==> src/rtl/cmd_pkg.sv <==
// Shared types and constants for the UART command assembler.
// CMD_CHKSUM_EN selects 4-byte frames with a trailing checksum byte.
package cmd_pkg;
`ifdef CMD_CHKSUM_EN
    typedef enum logic [1:0] {IDLE, B1, B2, CHK} rx_state_t;
    localparam int FRAME_BYTES = 4;
`else
    typedef enum logic [1:0] {IDLE, B1, B2} rx_state_t;
    localparam int FRAME_BYTES = 3;
`endif
    typedef enum logic {T_IDLE, T_WAIT} tx_state_t;
    localparam logic [7:0] CHK_SUM = 8'hFF;
endpackage

==> src/rtl/cmd_assembler_resp_tx.sv <==
// Response transmitter: hands one byte at a time to the UART and waits
// for tx_done before accepting the next send request.
module resp_tx
    import cmd_pkg::*;
(
    input  logic       clk,
    input  logic       rst,
    input  logic       resp_send,
    input  logic [7:0] resp,
    input  logic       tx_done,
    output logic       trmt,
    output logic [7:0] tx_data,
    output logic       resp_busy
);
    tx_state_t  r_state, w_state_next;
    logic       r_trmt, w_trmt_next;
    logic       r_busy, w_busy_next;
    logic [7:0] r_data, w_data_next;

    always_ff @(posedge clk) begin
        if (rst) begin
            r_state <= T_IDLE;
            r_trmt  <= 1'b0;
            r_busy  <= 1'b0;
            r_data  <= 8'h00;
        end else begin
            r_state <= w_state_next;
            r_trmt  <= w_trmt_next;
            r_busy  <= w_busy_next;
            r_data  <= w_data_next;
        end
    end

    always_comb begin
        w_state_next = r_state;
        w_trmt_next  = 1'b0;
        w_busy_next  = r_busy;
        w_data_next  = r_data;
        case (r_state)
            T_IDLE: if (resp_send) begin
                w_data_next  = resp;
                w_trmt_next  = 1'b1;
                w_busy_next  = 1'b1;
                w_state_next = T_WAIT;
            end
            T_WAIT: if (tx_done) begin
                w_busy_next  = 1'b0;
                w_state_next = T_IDLE;
            end
            default: w_state_next = T_IDLE;
        endcase
    end

    assign trmt      = r_trmt;
    assign tx_data   = r_data;
    assign resp_busy = r_busy;
endmodule

==> src/rtl/cmd_assembler.sv <==
// Packs UART bytes into 24-bit command frames with an inter-byte timeout,
// and forwards response bytes to the UART via resp_tx. Macro: CMD_CHKSUM_EN.
module cmd_assembler
    import cmd_pkg::*;
#(
    parameter int TIMEOUT_CYCLES = 2_000_000
) (
    input  logic        clk,
    input  logic        rst,
    input  logic        rdy,
    input  logic [7:0]  cmd,
    output logic        clr_rdy,
    output logic [23:0] frame,
    output logic        frame_rdy,
    input  logic        clr_frame_rdy,
    output logic        overrun,
    output logic        timeout,
    output logic        chk_err,
    input  logic        resp_send,
    input  logic [7:0]  resp,
    output logic        resp_busy,
    output logic        trmt,
    output logic [7:0]  tx_data,
    input  logic        tx_done
);
    localparam int CNT_W  = $clog2(TIMEOUT_CYCLES);
    localparam int SH_LSB = (FRAME_BYTES == 4) ? 0 : 8;

    rx_state_t         r_state, w_state_next;
    logic [23:SH_LSB]  r_frame_sh;
    logic [CNT_W-1:0]  r_cnt;
    logic [23:0]       r_frame;
    logic              r_frame_rdy, r_overrun, r_timeout;
    logic              w_complete, w_timeout, w_chk_fail, w_cnt_max;
    logic [23:0]       w_frame_new;

    assign clr_rdy   = rdy;
    assign w_cnt_max = (r_cnt == CNT_W'(TIMEOUT_CYCLES - 1));

`ifdef CMD_CHKSUM_EN
    logic [7:0] w_sum;
    logic       r_chk_err;
    assign w_sum       = r_frame_sh[23:16] + r_frame_sh[15:8] + r_frame_sh[7:0] + cmd;
    assign w_frame_new = r_frame_sh;
    assign chk_err     = r_chk_err;
`else
    assign w_frame_new = {r_frame_sh, cmd};
    assign chk_err     = 1'b0;
`endif

    always_ff @(posedge clk) begin
        if (rst) r_state <= IDLE;
        else     r_state <= w_state_next;
    end

    // A byte arriving on the terminal count cycle beats the timeout.
    always_comb begin
        w_state_next = r_state;
        w_complete   = 1'b0;
        w_timeout    = 1'b0;
        w_chk_fail   = 1'b0;
        case (r_state)
            IDLE: if (rdy) w_state_next = B1;
            B1: begin
                if (rdy) w_state_next = B2;
                else if (w_cnt_max) begin
                    w_state_next = IDLE;
                    w_timeout    = 1'b1;
                end
            end
            B2: begin
                if (rdy) begin
`ifdef CMD_CHKSUM_EN
                    w_state_next = CHK;
`else
                    w_state_next = IDLE;
                    w_complete   = 1'b1;
`endif
                end else if (w_cnt_max) begin
                    w_state_next = IDLE;
                    w_timeout    = 1'b1;
                end
            end
`ifdef CMD_CHKSUM_EN
            CHK: begin
                if (rdy) begin
                    w_state_next = IDLE;
                    if (w_sum == CHK_SUM) w_complete = 1'b1;
                    else                  w_chk_fail = 1'b1;
                end else if (w_cnt_max) begin
                    w_state_next = IDLE;
                    w_timeout    = 1'b1;
                end
            end
`endif
            default: w_state_next = IDLE;
        endcase
    end

    always_ff @(posedge clk) begin
        if (rst) begin
            r_frame_sh  <= '0;
            r_cnt       <= '0;
            r_frame     <= 24'h0;
            r_frame_rdy <= 1'b0;
            r_overrun   <= 1'b0;
            r_timeout   <= 1'b0;
        end else begin
            if (rdy) begin
                case (r_state)
                    IDLE:    r_frame_sh[23:16] <= cmd;
                    B1:      r_frame_sh[15:8]  <= cmd;
`ifdef CMD_CHKSUM_EN
                    B2:      r_frame_sh[7:0]   <= cmd;
`endif
                    default: ;
                endcase
            end
            if (r_state == IDLE || rdy || w_timeout) r_cnt <= '0;
            else                                     r_cnt <= r_cnt + CNT_W'(1);
            r_overrun <= 1'b0;
            if (w_complete) begin
                r_frame     <= w_frame_new;
                r_frame_rdy <= 1'b1;
                r_overrun   <= r_frame_rdy & ~clr_frame_rdy;
            end else if (clr_frame_rdy) begin
                r_frame_rdy <= 1'b0;
            end
            r_timeout <= w_timeout;
        end
    end

`ifdef CMD_CHKSUM_EN
    always_ff @(posedge clk) begin
        if (rst) r_chk_err <= 1'b0;
        else     r_chk_err <= w_chk_fail;
    end
`endif

    assign frame     = r_frame;
    assign frame_rdy = r_frame_rdy;
    assign overrun   = r_overrun;
    assign timeout   = r_timeout;

    resp_tx u_resp_tx (
        .clk       (clk),
        .rst       (rst),
        .resp_send (resp_send),
        .resp      (resp),
        .tx_done   (tx_done),
        .trmt      (trmt),
        .tx_data   (tx_data),
        .resp_busy (resp_busy)
    );
endmodule
==> config.mk <==
export PLATFORM = sky130hd
export DESIGN_NAME = cmd_assembler
export DESIGN_NICKNAME = d
export VERILOG_FILES = /design/src/rtl/cmd_pkg.sv /design/src/rtl/cmd_assembler_resp_tx.sv /design/src/rtl/cmd_assembler.sv
export SDC_FILE = /design/constraint.sdc
export NUM_CORES = 1
export LEC_CHECK = 0
export CORE_ASPECT_RATIO = 1.4
export CORE_MARGIN = 2
export CORE_UTILIZATION = 30
export DETAILED_ROUTE_END_ITERATION = 8
export HOLD_SLACK_MARGIN = 0.1
export SLEW_MARGIN = 5
export SYNTH_ARGS = -nofsm -noshare
export SYNTH_HDL_FRONTEND = slang
export SYNTH_SLANG_ARGS = --single-unit
==> constraint.sdc <==
create_clock -name clk -period 2.5 [get_ports clk]
set_input_delay 0.5 -clock clk [delete_from_list [all_inputs] [get_ports clk]]
set_output_delay 0.5 -clock clk [all_outputs]
set_load 0.05 [all_outputs]
==> results of run 1 <==
==> registers in the layout, indices dropped and copies added (netlist names) <==
signal               count
frame                   24
frame_rdy                1
overrun                  1
r_cnt                   21
r_frame_sh              16
r_state                  2
timeout                  1
u_resp_tx.r_state        1
u_resp_tx.resp_busy      1
u_resp_tx.trmt           1
u_resp_tx.tx_data        8
==> Yosys cell counts (2+ instances only) <==
cell type  number  share of area, %
buf_6           4               1.5
and2_1          3              0.61
ha_1            5               2.0
nand2b_1        2              0.41
and4_1          2              0.57
nor2_1         20               2.5
dfxtp_1        77                50
nand4_4         2               1.4
buf_2           2              0.33
nand4_1         6               1.2
or3_1           7               1.4
clkbuf_1       15               1.8
nor4_1          2              0.41
nand2_1        88                11
o21ai_0        10               1.6
inv_1           6              0.74
and3_1          5               1.0
xnor2_1         3              0.86
a21oi_1        60               9.8
xor2_1          8               2.3
buf_4           2              0.49
nand3_1        25               4.1
==> final timing paths <==
check	endpoint	start	depth (start not counted)	slack [ns]
worst max-delay path	frame[17]	frame[17]	1	0.51
worst max register to register	r_cnt[18]	r_cnt[0]	6	0.53
worst min register to register	frame[12]	r_frame_sh[12]	2	0.45
worst min-delay path	frame[12]	r_frame_sh[12]	2	0.45
==> stage by stage <==
step | instances | util, % | instance area, um^2 | hold WS, ns | setup slack (ns)
6_report | 560 | 41.29 | 4088 | 0.4509 | 0.5132
5_1_grt | 560 | 41.29 | 4088 | 0.4638 | 0.3284
4_1_cts | 560 | 41.29 | 4088 | 0.4531 | 0.4841
3_5_place_dp | 545 | 37.88 | 3750 | 0.4438 | 0.5092
3_3_place_gp | 545 | 37.88 | 3750 | 0.4393 | 0.5776
2_1_floorplan | 367 | - | 3055 | 0.4322 | 0.8300
==> report_power, final <==
| group | internal (mW) | total, mW | switching [mW] |
|---|---|---|---|
| Sequential | 1.26 | 1.28 | 0.0181 |
| Clock | 0.970 | 1.46 | 0.493 |
| Combinational | 0.0953 | 0.255 | 0.160 |
| Total | 2.33 | 3.00 | 0.671 |
==> routing by layer <==
| metal | track usage (%) | routed length (um) |
|---|---|---|
| met1 | 14.10 | 2777 |
| met3 | 3.471 | 360 |
| met5 | 0 | 0 |
| met4 | 6.716 | 148 |
| met2 | 24.17 | 3663 |
==> cells by family (layout without fill, tap and decap cells) <==
logic type,count (synthesis),after routing,share of synthesized area [%]
AOI/OAI and AO/OA,75,75,13.35
xor gates and xnor gates,11,11,3.153
adders and majority gates,5,5,2.048
buffers and inverters,30,88,4.995
DFF,77,77,50.45
other,1,1,0.1227
and+or+nand+nor,168,168,25.88
==> area by class of cell <==
type                            count  share of cell area, %
Clock inverter                      6                  2.755
Timing Repair Buffer               67                  16.04
Tap cell                          135                  4.132
Multi-Input combinational cell    260                  33.30
Sequential cell                    77                  37.71
Clock buffer                        9                  5.510
Inverter                            6                 0.5510
==> metrics.txt, run 1 <==
RSZ-0062 raised after global routing=false; maximum clock frequency=0.5033 GHz; synth-to-layout area growth=33.78%; crit-path cells=clkdlybuf4s50_1; initial antenna violation count=0; final hold vios=0; clk_lat worst skew=around 0.33 ns; Die Y=123.4 um; initial core utilization=30.86%; clock sink count=77; Setup TNS Final=0 ns; cells after synthesis=367; post-CTS setup buffer count=0; final setup fails=0; delay-heaviest family, CP=buffers and inverters; row cnt=43; cts hold-fix bufs=0; EDFF count, synth=0; Max Cap Violations=0; CP Buf/Inv Count=1; TritonRoute pass-1 iters=4; drt wl/cell=12.41 um; Clock Skews=just over 0.006 ns; Boundary Pins=slightly above 60; Resize count post-CTS=0; worst vdd ir=0.0003346 V; Max clock buf depth=2; post-synth cell types=35; pins over their slew limit=0; worst slew pin tran=0.5497 ns; vias in the first global route=2488; CP Max Fanout=2; H-tree levels=3; CP endpoint kind=output pin; HPWL Detailed=about 5 mm; final worst path period share=79.47%; WP data arrival=1.49 ns; root buf cell=clkbuf_16; first-pass GRT wire length=about 11 mm; Final nets=448; Req. time, crit path=2.00 ns; flops & latches, synth=77; Post-Route WL=~7 mm; outcome=finished clean; diode count=0; most frequent cells in the layout=nand2_1, dfxtp_1, a21oi_1; slowest CP cell=clkdlybuf4s50_1; die area=0.01102 mm^2; Worst slew margin=between 60% and 70%; DRC errors left=0; vias=2617; most used flip-flop cell after synthesis=dfxtp_1; layout cells sized above 1=6.824%; RD Place Congestion=between 0.7 and 0.8; total grt overflow=0; Core ar.=0.009899 mm^2; largest net degree at the start of global routing=56; sequential cell area=0.001541 mm^2; Fillers=1014; CTS tree=built; critical path class=reg2out; minimum clock period=1.987 ns; commonest non-fill, non-tap cell in the layout=nand2_1; leakage=1.417 nW; Overall Power=2.998 mW; Avg Inst Size Synth=8.325 um^2; Yosys warning count=0; Worst setup SP type=flip-flop; HP Class=reg2reg; Critical Path Max Stage Delay=~0.8 ns; CTS Buf Count=9; Iter 0 DRT Violations=102; Vias/cell=roughly 4.7; area taken by multi-input logic gates=0.001361 mm^2; Synthesized Nets=approximately 400; gr usage total=13.44%; Horiz. Die Dim=89.29 um; synthesized cell area=between 0.003 and 0.004 mm^2; Async SR Flop Fraction=0%; Port Buffers=about 60; Worst-path clk slew=around 0.060 ns; P per Cell Area=around 730 mW/mm^2; post-synthesis sequential area ratio=50.45%; DRT antenna net count=0
No activity file was read; power rests on OpenSTA's default activity.
==> run 2, diff against run 1 <==
- clock period: 2.5 -> 1.6 ns (I/O delays scaled with it)
==> run 2 against run 1 <==
Effect of this change:
- global-route usage shrank 0.22 points
- highest routed layer unchanged
- die area is the same
- critical path type is now reg2reg
- critical endpoint is now r_cnt[7]
- clock skew shrank 0.0020 ns
==> metrics.txt, run 2 (synthesized netlist as in run 1, its figures left out) <==
clock sink count=77 (unchanged); post-CTS setup buffer count=0 (unchanged); TritonRoute pass-1 iters=6 (+2); outcome=finished clean; cts hold-fix bufs=0 (unchanged); CTS Buf Count=9 (unchanged); H-tree levels=3 (unchanged); initial core utilization=30.86% (unchanged); Max Cap Violations=0 (unchanged); Max clock buf depth=2 (unchanged); most frequent cells in the layout=nand2_1, dfxtp_1, buf_4; DRC errors left=0 (unchanged); Final nets=471 (+5.1%); WP data arrival=1.72 ns (+0.23 ns); layout cells sized above 1=22.32% (+15 points); synth-to-layout area growth=37.59%; largest net degree at the start of global routing=56 (unchanged); vias in the first global route=2583 (+3.8%); CTS tree=built; Resize count post-CTS=0 (unchanged); slowest CP cell=o311ai_4; clk_lat worst skew=0.33 ns (about the same); Post-DP Area=0.003881 mm^2 (+3.5%); final worst path period share=~93%; commonest non-fill, non-tap cell in the layout=nand2_1; CP endpoint kind=flip-flop; CP Max Fanout=21 (+19); Port Buffers=59 (unchanged); die area=0.01102 mm^2 (unchanged); Iter 0 DRT Violations=73 (-28%); critical path class=reg2reg; Overall Power=4.346 mW (+45%); first-pass GRT wire length=11.32 mm (unchanged); initial antenna violation count=0 (unchanged); Vias/cell=4.633 (-0.86%); final hold vios=0 (unchanged); maximum clock frequency=0.6686 GHz; Horiz. Die Dim=89.29 um (unchanged); drt wl/cell=12.10 um (-2.5%); root buf cell=clkbuf_16; Boundary Pins=61 (unchanged); diode count=0 (unchanged); vias=2701 (+3.2%); pins over their slew limit=0 (unchanged); row cnt=43 (unchanged); Worst-path clk slew=0.06 ns (about the same); max reg flops=24 (unchanged); Worst setup SP type=flip-flop; gr usage total=13.22% (-0.22 points); HP Class=in2reg; CP Buf/Inv Count=1 (unchanged); total grt overflow=0 (unchanged); leakage=1.607 nW (+13%); delay-heaviest family, CP=simple AND/OR/NAND/NOR gates; RD Place Congestion=0.7863 (+1.5%); worst vdd ir=0.0004473 V (+34%); crit-path cells=nor4_2 > nand4_1 > o311ai_4 > buf_12 > nor2_1; HPWL Detailed=5.236 mm (+4.4%); Critical Path Max Stage Delay=0.35 ns (-0.46 ns); Setup TNS Final=0 ns (unchanged); worst slew pin tran=0.5549 ns (+0.005237 ns); Die Y=123.4 um (unchanged); P per Cell Area=1034 mW/mm^2 (+41%); final setup fails=0 (unchanged); Clock Skews=0.004173 ns (-0.002042 ns); Req. time, crit path=1.82 ns (-0.18 ns); Worst slew margin=63.01% (-0.35 points); fin area=0.004204 mm^2 (+2.8%); Post-Route WL=7.057 mm (+1.5%); minimum clock period=about 1.5 ns; RSZ-0062 raised after global routing=false; DRT antenna net count=0 (unchanged); Core ar.=0.009899 mm^2 (unchanged)
-- run 2: cell count changes in the layout (fill, tap and decap cells not counted), moves of 2 or more --
cell | before | now
dfxtp_2 | 0 | 5
buf_4 | 8 | 63
dfxtp_1 | 77 | 72
clkinv_4 | 2 | 0
clkinv_2 | 1 | 3
buf_12 | 1 | 5
clkdlybuf4s50_1 | 57 | 20
bufinv_16 | 3 | 1
-- run 2: through the flow --
step	util, %	hold WS (ns)	setup slack, ns	instances
after CTS	42.05	0.3428	0.02069	583
after detailed placement	39.21	0.4442	0.01386	568
final	42.47	0.3415	0.1042	583
after global routing	42.47	0.3574	0.01126	583
after floorplan	-	0.4322	0.0005967	367
after global placement	39.21	0.4404	0.03263	568
-- run 2: layer usage --
metal,wire [um],GRT usage (%)
met1,2778,13.19
met3,399,3.872
met2,3750,24.40
met4,130,6.250
met5,0,0
-- run 2: layout make-up --
class / count / area (um^2)
Fill cell: 1023 / 5695
Sequential cell: 77 / 1548
Multi-Input combinational cell: 260 / 1394
Timing Repair Buffer: 90 / 789.5
Clock buffer: 10 / 229.0
Tap cell: 135 / 168.9
Clock inverter: 5 / 52.55
Inverter: 6 / 22.52
-- run 2: final timing paths --
| check | slack [ns] | endpoint | startpoint | cells past startpoint |
|---|---|---|---|---|
| setup / recovery | 0.10 | r_cnt[7] | r_cnt[8] | 5 |
| hold / removal | 0.34 | timeout | rst | 3 |
| setup reg to reg | 0.10 | r_cnt[7] | r_cnt[8] | 5 |
| hold reg to reg | 0.45 | u_resp_tx.tx_data[3] | u_resp_tx.tx_data[3] | 2 |
-- run 2: tightest hold or removal path: cells and delay by family --
| family | cells | cell delay (ns) |
|---|---|---|
| AND/OR/NAND/NOR | 2 | 0.21 |
| buffers and inverters | 1 | 0.09 |
-- run 2: report_power, final --
part	leakage (nW)	total [mW]	switching, mW	internal (mW)
Clock	0.138	1.93	0.737	1.19
Sequential	0.627	2.00	0.0272	1.97
Combinational	0.842	0.421	0.257	0.164
==> variant (config.mk and constraints of run 2) <==
Add a define of `CMD_CHKSUM_EN`.
--- a/src/rtl/cmd_pkg.sv
+++ b/src/rtl/cmd_pkg.sv
@@ -2,2 +2,4 @@
 // CMD_CHKSUM_EN selects 4-byte frames with a trailing checksum byte.
+`define CMD_CHKSUM_EN
+
 package cmd_pkg;
Function: changed (a bounded check fails within 4 cycles, from zero or initial values and one cycle with rst high).
==> variant against run 2 <==
The flow now finishes with violations (negative setup slack). Synthesized area is 31% higher. Sequential cell count up 9. Fmax decreased by 56%. Non-clock buffer count up 45. Core utilization is 2.2 points higher. Critical path type unchanged. Wire length grew 56%. Sequential share of layout area fell by 7.6 points. Critical path depth is 8 higher. Worst setup slack got worse by 1.9 ns. Via count rose by 32%. Final area up 40%. Clock skew is 0.0052 ns higher. Total power rose by 34%.
==> variant: results (changes against run 2) <==
metric	value	unit	change
synth_adder_area_share	0.0949		+0.0745
synth-xor-area-share	0.0684		+0.0369
clk_share	0.0599		-0.00707
place.gp.congestion	0.783		-0.42%
grt_max_degree	54		-3.6%
dp_cells	726		+28%
n_fill_cell	1282		+25%
clkLatencyLatePin	0.35	ns	+0.02 ns
multi_input_comb_area	0.00226	sq mm	+62%
first_pass_iters	5		-1
dr_wl_met3	457	microns	+15%
num-nonclk-buffers	135		+50%
path_delay_family	adder cells		
drt-met1-wl	4.44	mm	+60%
use_met2	0.272		+0.0282
synth.distinct_cells	38		+8.6%
setup_ws	-1.76	ns	-1.87 ns
switching_power	1.62	mW	+58%
grt_pass1_wl	17.5	mm	+54%
hpwl	7.96	mm	+52%
status	complete, but fails checks		
via_per_inst	4.77		+2.9%
p_leak	2.31	nW	+44%
syn-num-nets	489		+24%
slew_headroom	0.626		-0.00449
setup_tns	-46.19	ns	-46.19 ns
portBuffers	60		+1.7%
netlist_top_cells_area	dfxtp_1 43%, fa_1 7.0%, a21oi_1 6.6%		
critPathMaxStageDelay	0.53	ns	+0.18 ns
cts_sinks	86		+12%
ir_drop	0.608	mV	+36%
setup_viol	27		+27
wl_met2	5.84	mm	+56%
clock_skew	0.00936	ns	+0.00519 ns
power_frac_comb	0.190		+0.093
placed_cell_area	0.00528	sq mm	+36%
wl	11.0	mm	+56%
violations	negative setup slack		
synth_compound_area_frac	0.117		-0.0167
final_nets	603		+28%
grtUsageMet1	0.181		+0.0495
==> variant: cell types whose count changed in the layout (fill, tap and decap cells not counted), sizes merged, moves of 15 or more <==
cell	run 2	this run
nand3	25	10
buf	70	115
nand2	89	58
nor2	20	41
nand4	8	30
o31ai	0	24
==> variant: final timing paths <==
| kind | slack (ns) | endpoint | cells after the start | start |
|---|---|---|---|---|
| setup / recovery | -1.76 | frame[10] | 13 | r_frame_sh[9] |
| hold / removal | 0.40 | r_frame_sh[10] | 3 | rst |
| setup reg to reg | -1.76 | frame[10] | 13 | r_frame_sh[9] |
| hold reg to reg | 0.46 | u_resp_tx.tx_data[0] | 2 | u_resp_tx.tx_data[0] |
==> variant: repair_timing <==
| item | CTS | global route |
|---|---|---|
| gates resized for setup | 31 | 16 |
| pin swaps | 5 | 2 |
| setup endpoints to repair | 27 | 33 |
| hold endpoints to repair | 0 | 0 |
| gates cloned | 1 | 0 |
| setup buffers | 3 | 1 |
